<file path="src/rtl/ldpc_dvb_enc_obuf_rd_ctrl.sv">
// ldpc_dvb_enc_obuf_rd_ctrl: reads a finished codeword (data then parity) out of the ping-pong output buffer
module ldpc_dvb_enc_obuf_rd_ctrl #(
  parameter int pCOL_W  = 8,
  parameter int pROW_W  = 9,
  parameter int pADDR_W = 10,
  parameter int pPBASE  = 512,
  parameter int pRD_LAT = 2
) (
  input  logic               iclk,
  input  logic               ireset,
  input  logic               iclkena,
  input  logic               ibuf_full,
  output logic               obuf_empty,
  input  logic [pCOL_W-1:0]  iused_data_col,
  input  logic [pROW_W-1:0]  iused_row,
  input  logic               iordy,
  output logic               oread,
  output logic               obank,
  output logic [pADDR_W-1:0] oaddr,
  output logic               oval,
  output logic               osof,
  output logic               osop,
  output logic               oeop,
  output logic               oeof,
  output logic               opar,
  output logic               obusy
);
  typedef enum logic [2:0] {
    cRESET_STATE, cWAIT_STATE, cINIT_STATE, cDATA_STATE, cPAR_STATE, cFLUSH_STATE, cDONE_STATE
  } state_t;
  state_t state_q, state_d;
  logic bank_q, bank_d;
  logic [pCOL_W-1:0] data_cnt_q, data_cnt_d, data_end_q, data_end_d;
  logic [pROW_W-1:0] par_cnt_q, par_cnt_d, par_end_q, par_end_d;
  logic [pRD_LAT-1:0][5:0] pipe_q, pipe_d;
  logic [5:0] tag;
  logic in_data, in_par, data_last, par_last;
  always_comb begin
    in_data = state_q == cDATA_STATE;
    in_par = state_q == cPAR_STATE;
    data_last = data_cnt_q == data_end_q;
    par_last = par_cnt_q == par_end_q;
    oread = (in_data | in_par) & iordy;
    obank = bank_q;
    oaddr = in_par ? pADDR_W'(pPBASE) + pADDR_W'(par_cnt_q) : in_data ? pADDR_W'(data_cnt_q) : '0;
    // tag = {val, sof, sop, eop, eof, par}
    tag = !oread ? '0
        : in_data ? {1'b1, data_cnt_q == '0, data_cnt_q == '0, data_last, 1'b0, 1'b0}
        : {1'b1, 1'b0, par_cnt_q == '0, par_last, par_last, 1'b1};
    pipe_d[0] = tag;
    for (int i = 1; i < pRD_LAT; i++) pipe_d[i] = pipe_q[i-1];
    {oval, osof, osop, oeop, oeof, opar} = pipe_q[pRD_LAT-1];
    obuf_empty = state_q == cDONE_STATE;
    obusy = state_q != cWAIT_STATE;
    state_d = state_q;
    bank_d = bank_q;
    data_cnt_d = data_cnt_q;
    data_end_d = data_end_q;
    par_cnt_d = par_cnt_q;
    par_end_d = par_end_q;
    case (state_q)
      cRESET_STATE: state_d = cWAIT_STATE;
      cWAIT_STATE:  state_d = ibuf_full ? cINIT_STATE : cWAIT_STATE;
      cINIT_STATE: begin
        data_cnt_d = '0;
        par_cnt_d = '0;
        data_end_d = iused_data_col == '0 ? '0 : iused_data_col - 1'b1;
        par_end_d = iused_row == '0 ? '0 : iused_row - 1'b1;
        state_d = cDATA_STATE;
      end
      cDATA_STATE: if (iordy) begin
        data_cnt_d = data_cnt_q + 1'b1;
        state_d = data_last ? cPAR_STATE : cDATA_STATE;
      end
      cPAR_STATE: if (iordy) begin
        par_cnt_d = par_cnt_q + 1'b1;
        state_d = par_last ? cFLUSH_STATE : cPAR_STATE;
      end
      cFLUSH_STATE: state_d = pipe_q == '0 ? cDONE_STATE : cFLUSH_STATE;
      cDONE_STATE: begin
        bank_d = ~bank_q;
        state_d = cWAIT_STATE;
      end
      default: state_d = cRESET_STATE;
    endcase
  end
  always_ff @(posedge iclk or negedge ireset) begin
    if (!ireset) begin
      state_q <= cRESET_STATE;
      bank_q <= 1'b0;
      data_cnt_q <= '0;
      data_end_q <= '0;
      par_cnt_q <= '0;
      par_end_q <= '0;
      pipe_q <= '0;
    end else if (iclkena) begin
      state_q <= state_d;
      bank_q <= bank_d;
      data_cnt_q <= data_cnt_d;
      data_end_q <= data_end_d;
      par_cnt_q <= par_cnt_d;
      par_end_q <= par_end_d;
      pipe_q <= pipe_d;
    end
  end
endmodule

</file>
<file path="config.mk">
export PLATFORM = sky130hd
export DESIGN_NAME = ldpc_dvb_enc_obuf_rd_ctrl
export DESIGN_NICKNAME = d
export VERILOG_FILES = /design/src/rtl/ldpc_dvb_enc_obuf_rd_ctrl.sv
export SDC_FILE = /design/constraint.sdc
export NUM_CORES = 1
export LEC_CHECK = 0
export ABC_AREA = 1
export CAP_MARGIN = 0
export CORE_UTILIZATION = 59
export CTS_CLUSTER_DIAMETER = 120
export CTS_CLUSTER_SIZE = 12
export DETAILED_ROUTE_END_ITERATION = 16
export PLACE_DENSITY_LB_ADDON = 0.15
export SLEW_MARGIN = 25
export SYNTH_ARGS = -nofsm -noshare
export SYNTH_HDL_FRONTEND = slang
export SYNTH_SLANG_ARGS = --single-unit
</file>
<file path="constraint.sdc">
create_clock -name iclk -period 2.7 [get_ports iclk]
set_input_delay 0.405 -clock iclk [delete_from_list [all_inputs] [get_ports iclk]]
set_output_delay 0.405 -clock iclk [all_outputs]
set_load 0.03 [all_outputs]
</file>
==> results of run 1 <==
[flip-flops by register name, indices dropped and copies added, names as in the netlist]
name	count
osop	1
oeof	1
oeop	1
pipe_d	6
opar	1
state_q	3
par_cnt_q	9
data_cnt_q	8
obank	1
oval	1
par_end_q	9
osof	1
data_end_q	8
[power by group]
group	internal (W)	leakage, nW	switching, W
clock	0.000273	0.0579	0.000239
sequential	0.000989	0.663	0.000227
combinational	0.000507	1.15	0.000790
total	0.00177	1.87	0.00126
[what timing repair did]
item                       4_1_cts  5_1_grt
setup buffers                    0        0
setup endpoints to repair        0       10
resized for setup                0       10
hold buffers                     0        0
[worst max-delay path, delay by kind of cell (launching register included)]
family / cells / cell delay, ps
DFF: 1 / 460
buffers and inverters: 4 / 650
and+or+nand+nor: 4 / 500
[stage by stage]
step	cells	total power [W]
floorplan	387	0.00214
global placement	491	0.00248
detailed placement	491	0.00252
CTS	499	0.00303
global route	499	0.00327
finish	499	0.00303
[cell type report]
cell class	count	area [um^2]
inverters	50	190
multi-input cells	281	1480
repair buffers	43	445
clock inverters	3	40.0
well taps	67	83.8
clock buffers	5	68.8
flip-flops and latches	50	1250
fillers	374	1220
[kinds of logic (layout without fill, tap and decap cells)]
logic type	after synthesis	count (layout)	share of synthesized area, %
AND/OR/NAND/NOR	191	191	28.9
adder cells (fa/ha/maj)	7	7	2.95
XOR/XNOR	25	25	7.38
flip-flops	50	50	42.2
buffers and inverters	56	101	7.81
AO/OA/AOI/OAI	58	58	10.8
[placed cells by master (no fill, tap or decap)]
master / n
xnor2_1: 15
o22ai_1: 12
o21ai_1: 1
dlymetal6s2s_1: 10
nand2_1: 110
nand4_1: 5
nor2_8: 1
xor2_1: 10
clkbuf_8: 5
o211ai_1: 1
nand2_2: 3
a21oi_1: 13
clkinv_1: 1
nor2_1: 30
nand3b_1: 1
inv_4: 1
nand2_4: 6
nor2_2: 2
clkinv_2: 2
nor2_4: 1
ha_1: 7
dfrtp_1: 50
inv_2: 5
or2_2: 2
nor3_1: 13
buf_4: 2
nand3_1: 17
o21ai_2: 3
o21ai_0: 28
buf_2: 1
inv_1: 43
clkdlybuf4s50_1: 30
bufinv_16: 1
[routing by layer]
| metal | track usage (%) | vias to the layer above | routed length, um | part of all wire (%) |
|---|---|---|---|---|
| li1 | - | 1324 | - | - |
| met1 | 36.0 | 1236 | 2990 | 47 |
| met2 | 45.2 | 80 | 3000 | 47 |
| met3 | 4.01 | 6 | 345 | 5.4 |
| met4 | 8.93 | 0 | 63 | 0.98 |
| met5 | 0 | - | 0 | 0 |
[final timing paths]
kind                           endpoint        from
max                               oread  state_q[1]
min                                oeop      ireset
max reg2reg                  state_q[2]  state_q[1]
min reg2reg                       obank       obank
max in group asynchronous  par_end_q[2]      ireset
min in group iclk                 obank       obank
==> flow_summary_export.csv, run 1 <==
group,metric,value,unit
drt,ant_nets,0,
logic_synthesis,ys_top_cells_by_count,"110 x nand2_1, 50 x dfrtp_1, 43 x inv_1, 30 x nor2_1, 28 x o21ai_0",
logic_synthesis,syn_avg_cell_area,7.66,um^2
sta,slew_headroom,72.2,%
setup_path,critPathKind,"flop to primary output",
clock_tree,ctsLongestPathBuffers,2,
logic_synthesis,synthCells,387,
sta,worstMarginPinSlew,416,ps
setup_path,cp_slowest_cell,"dfrtp_1",
grt,overflow,0,
layout,drive_above_1_share,8.10,%
logic_synthesis,yosys.cell_count.top_type,"nand2_1",
setup_path,critPathCaptureType,"primary output",
logic_synthesis,ys.flop_type,"dfrtp_1",
sta,finalSetupTns,0,ps
setup_path,crit_path_start_kind,"flop",
logic_synthesis,synth_top_area_share,42.2,%
placement,port_buffers,41,
logic_synthesis,yosysTopAreaCell,"dfrtp_1",
clock_tree,tritoncts,"done",
logic_synthesis,yosysUniqueCellTypes,29,
setup_path,rrSetupSlack,910,ps
clock_tree,clk_pin_slew_worst_paths,90,ps
sta,grt_setup_unrepaired,"false",
logic_synthesis,synth_edf_count,0,
die,fp.dieH,72.9,um
logic_synthesis,synth.yosys.seq_area_share,42.2,%
setup_path,cpMostUsedCell,"inv_1",
die,io_pins,42,
layout,fin_area,3560,um^2
drt,drc,0,
placement,placed_area,3430,um^2
logic_synthesis,synth_area_leaders,"dfrtp_1 42%, nand2_1 14%, inv_1 5.4%",
sta,maxSlewViolCount,0,
drt,viasPerCell,5.30,
setup_path,arrival,1910,ps
setup_path,cp_slowest_stage_delay,460,ps
die,design.die.area,5310,um^2
grt,grt_max_degree,34,
placement,globalplace.congestion,0.915,
setup_path,crit_chain,"inv_1, nand2_2, nor2_4, inv_1, nand2_1, nand2_1, inv_1, dlymetal6s2s_1",
sta,final.period_utilization,85.6,%
sta,setup_viol,0,
sta,hold_ws,23.1,ps
logic_synthesis,ys_ff_latch,50,
logic_synthesis,ys_warn_count,0,
clock_tree,clkLatencyLatePin,300,ps
layout,final_core_util,74.4,%
pwr,peakVddDrop,0.492,mV
setup_path,rr_worst_depth,10,
placement,dp_slack,346,ps
flow_run,cap_violations,0,
logic_synthesis,async_reset_ff_share,100,%
sta,finClkSkew,3.33,ps
setup_path,cp_max_fo,11,
logic_synthesis,synth_area,2970,um^2
grt,grt_pass1_vias,2385,
grt,antenna_found_initial,0,
drt,routed_wl,6400,um
clock_tree,cts_sinks,50,
drt,drtIter0Drc,144,
drt,wl_per_cell,12.8,um
pwr,cellLeakagePower,1.87,nW
hold_path,timing.hold.worst.class,"primary input to async pin",
logic_synthesis,synth.net_count,416,
die,start_util,62.0,%
drt,firstDrtPassIters,4,
die,fp.dieW,72.9,um
sta,finalHoldViolCount,0,
placement,place.detailed.hpwl,4910,um
grt,grt_pass1_wl,10800,um
drt,vias,2646,
layout,fin_nets,460,
layout,antenna_cells,0,
outcome,outcome,"complete, no violations",
die,rows,25,
clock_tree,numCtsBuffers,5,
sta,fmax,433,MHz
setup_path,worstPathRequired,2300,ps
grt,grt_usage,27.0,%
clock_tree,cts_root_buf,"clkbuf_8",
pwr,power_density,849,nW/um^2
sta,fin_ws,389,ps
clock_tree,htreeDepth,2,
die,core-area,4790,um^2
sta,fin_crit,2310,ps
layout,synthToLayoutAreaGrowth,20.1,%
No activity file was read; power rests on OpenSTA's default activity.
==> inputs of run 2 (changes only) <==
- ABC_AREA: 1 -> not set
- SKIP_LAST_GASP: not set -> 1
==> flow_summary_export.csv, run 2 <==
group,metric,value,unit
clock_tree,numCtsBuffers,5,
pwr,cellLeakagePower,1.70,nW
placement,globalplace.congestion,0.862,
logic_synthesis,synth.net_count,338,
placement,placed_area,3360,um^2
setup_path,cp_max_fo,12,
layout,multi_input_area,1470,um^2
logic_synthesis,synth_top_area_share,43.6,%
grt,grt_pass1_vias,2473,
grt,grt_max_degree,32,
pwr,power_density,748,nW/um^2
setup_path,worstPathRequired,2300,ps
drt,vias,2459,
setup_path,crit_path_start_kind,"flop",
clock_tree,clk_pin_slew_worst_paths,90,ps
sta,finClkSkew,8.80,ps
pwr,totalPowerFinal,0.00261,W
logic_synthesis,yosysTopAreaCell,"dfrtp_1",
sta,finalSetupTns,0,ps
die,rows,24,
setup_path,rrSetupSlack,710,ps
clock_tree,cts_root_buf,"clkbuf_8",
sta,fin_crit,2530,ps
sta,setup_viol,0,
die,design.die.area,5140,um^2
sta,fmax,396,MHz
drt,ant_nets,0,
grt,grt_usage,28.0,%
layout,top_regs,"par_cnt_q x9, par_end_q x9",
clock_tree,clkLatencyLatePin,300,ps
logic_synthesis,async_reset_ff_share,100,%
setup_path,critPathCaptureType,"primary output",
die,fp.dieH,71.7,um
sta,finalHoldViolCount,0,
logic_synthesis,synth_area_leaders,"dfrtp_1 44%, xor2_1 6.7%, xnor2_1 5.5%",
sta,final.period_utilization,93.6,%
layout,final_core_util,77.6,%
grt,overflow,0,
grt,antenna_found_initial,0,
die,io_pins,42,
setup_path,rr_worst_depth,6,
logic_synthesis,synthCells,309,
layout,fin_area,3490,um^2
drt,routed_wl,6540,um
logic_synthesis,yosysUniqueCellTypes,47,
setup_path,r2r-end,"par_cnt_q[7]",
outcome,outcome,"complete, no violations",
sta,worstMarginPinSlew,568,ps
grt,grt_pass1_wl,11200,um
layout,final_cell_mix,"50 x dfrtp_1, 36 x nand2_1, 30 x clkdlybuf4s50_1",
sta,maxSlewViolCount,0,
die,fp.dieW,71.7,um
die,start_util,63.7,%
placement,port_buffers,41,
layout,num-fill-cells,308,
logic_synthesis,yosys.cell_count.top_type,"dfrtp_1",
logic_synthesis,syn_avg_cell_area,9.28,um^2
setup_path,arrival,2120,ps
drt,drc,0,
die,core-area,4500,um^2
clock_tree,htreeDepth,2,
clock_tree,tritoncts,"done",
setup_path,r2r-start,"state_q[0]",
clock_tree,cts_sinks,50,
layout,layout_commonest_cell,"dfrtp_1",
clock_tree,ctsLongestPathBuffers,2,
clock_tree,postCtsHoldBufs,0,
layout,synthToLayoutAreaGrowth,21.8,%
logic_synthesis,synth_edf_count,0,
drt,drtIter0Drc,185,
logic_synthesis,ys_top_cells_by_count,"50 x dfrtp_1, 36 x nand2_1, 29 x o21ai_0, 22 x xor2_1, 21 x nor2_1",
logic_synthesis,ys_warn_count,0,
layout,antenna_cells,0,
hold_path,timing.hold.worst.class,"primary input to async pin",
drt,firstDrtPassIters,5,
logic_synthesis,ys_ff_latch,50,
drt,viasPerCell,6.04,
layout,seq_area,1250,um^2
layout,drive_above_1_share,9.86,%
logic_synthesis,synth_area,2870,um^2
placement,place.detailed.hpwl,4930,um
layout,fin_nets,384,
logic_synthesis,synth.yosys.seq_area_share,43.6,%
setup_path,critPathKind,"flop to primary output",
drt,wl_per_cell,16.1,um
logic_synthesis,ys.flop_type,"dfrtp_1",
flow_run,cap_violations,0,
sta,grt_setup_unrepaired,"false",
pwr,peakVddDrop,0.332,mV
sta,slew_headroom,61.8,%
## run 2: logic make-up (layout without fill, tap and decap cells)
| logic type | count (synthesis) | in the layout | share of synthesized area (%) |
|---|---|---|---|
| multiplexers | 7 | 7 | 2.75 |
| AND/OR/NAND/NOR | 115 | 115 | 20.6 |
| AO/OA/AOI/OAI | 57 | 57 | 12.5 |
| flip-flops | 50 | 50 | 43.6 |
| XOR/XNOR | 40 | 40 | 12.2 |
| adder cells (fa/ha/maj) | 7 | 7 | 3.05 |
| buffers and inverters | 33 | 79 | 5.28 |
## run 2: area by class of cell
cell class | instances | area share [%]
clock inverters | 1 | 0.860
clock buffers | 6 | 2.36
inverters | 18 | 2.08
well taps | 52 | 1.86
flip-flops and latches | 50 | 35.8
repair buffers | 54 | 15.0
multi-input cells | 226 | 42.0
## run 2: critical path, stage by stage, from the launching register on
cell and delay, ps:
dfrtp_1 490, or3b_4 510, inv_6 150, clkdlybuf4s50_1 680
## run 2: metal layers
layer	track usage [%]	routed length, um	vias to the layer above
met5	0	0	-
met2	47.3	3170	98
met1	36.9	2800	1177
li1	-	-	1168
met3	3.52	406	16
met4	11.3	161	0
## run 2: power by group
part           internal, W  total [W]  switching (W)  leakage [nW]
Clock             0.000296   0.000532       0.000236        0.0573
Sequential        0.000925    0.00110       0.000172         0.667
Combinational     0.000429   0.000982       0.000553         0.980
Total              0.00165    0.00261       0.000961          1.70
## run 2: timing repair
action / 4_1_cts / 5_1_grt
pin swaps: 0 / 0
buffers inserted: 0 / 0
hold endpoints to repair: 0 / 0
gates resized for setup: 2 / 9
setup endpoints to repair: 10 / 9
## run 2: how the worst max path moves through the flow
| stage | start | to | slack [ps] | cells after the start |
|---|---|---|---|---|
| global route | state_q[0] | oaddr[9] | 120 | 3 |
| finish | state_q[0] | oaddr[9] | 170 | 3 |
| floorplan | state_q[0] | oread | 550 | 4 |
| global placement | state_q[0] | oaddr[8] | 300 | 4 |
| CTS | state_q[0] | oaddr[5] | 20 | 4 |
| detailed placement | state_q[0] | oread | 240 | 3 |
## run 2: per-stage QoR
step	setup slack (ps)	std cells	hold WS (ps)
CTS	22.3	407	45.6
global route	116	407	65.5
finish	172	407	33.2
floorplan	546	309	109
detailed placement	242	400	369
global placement	304	400	367
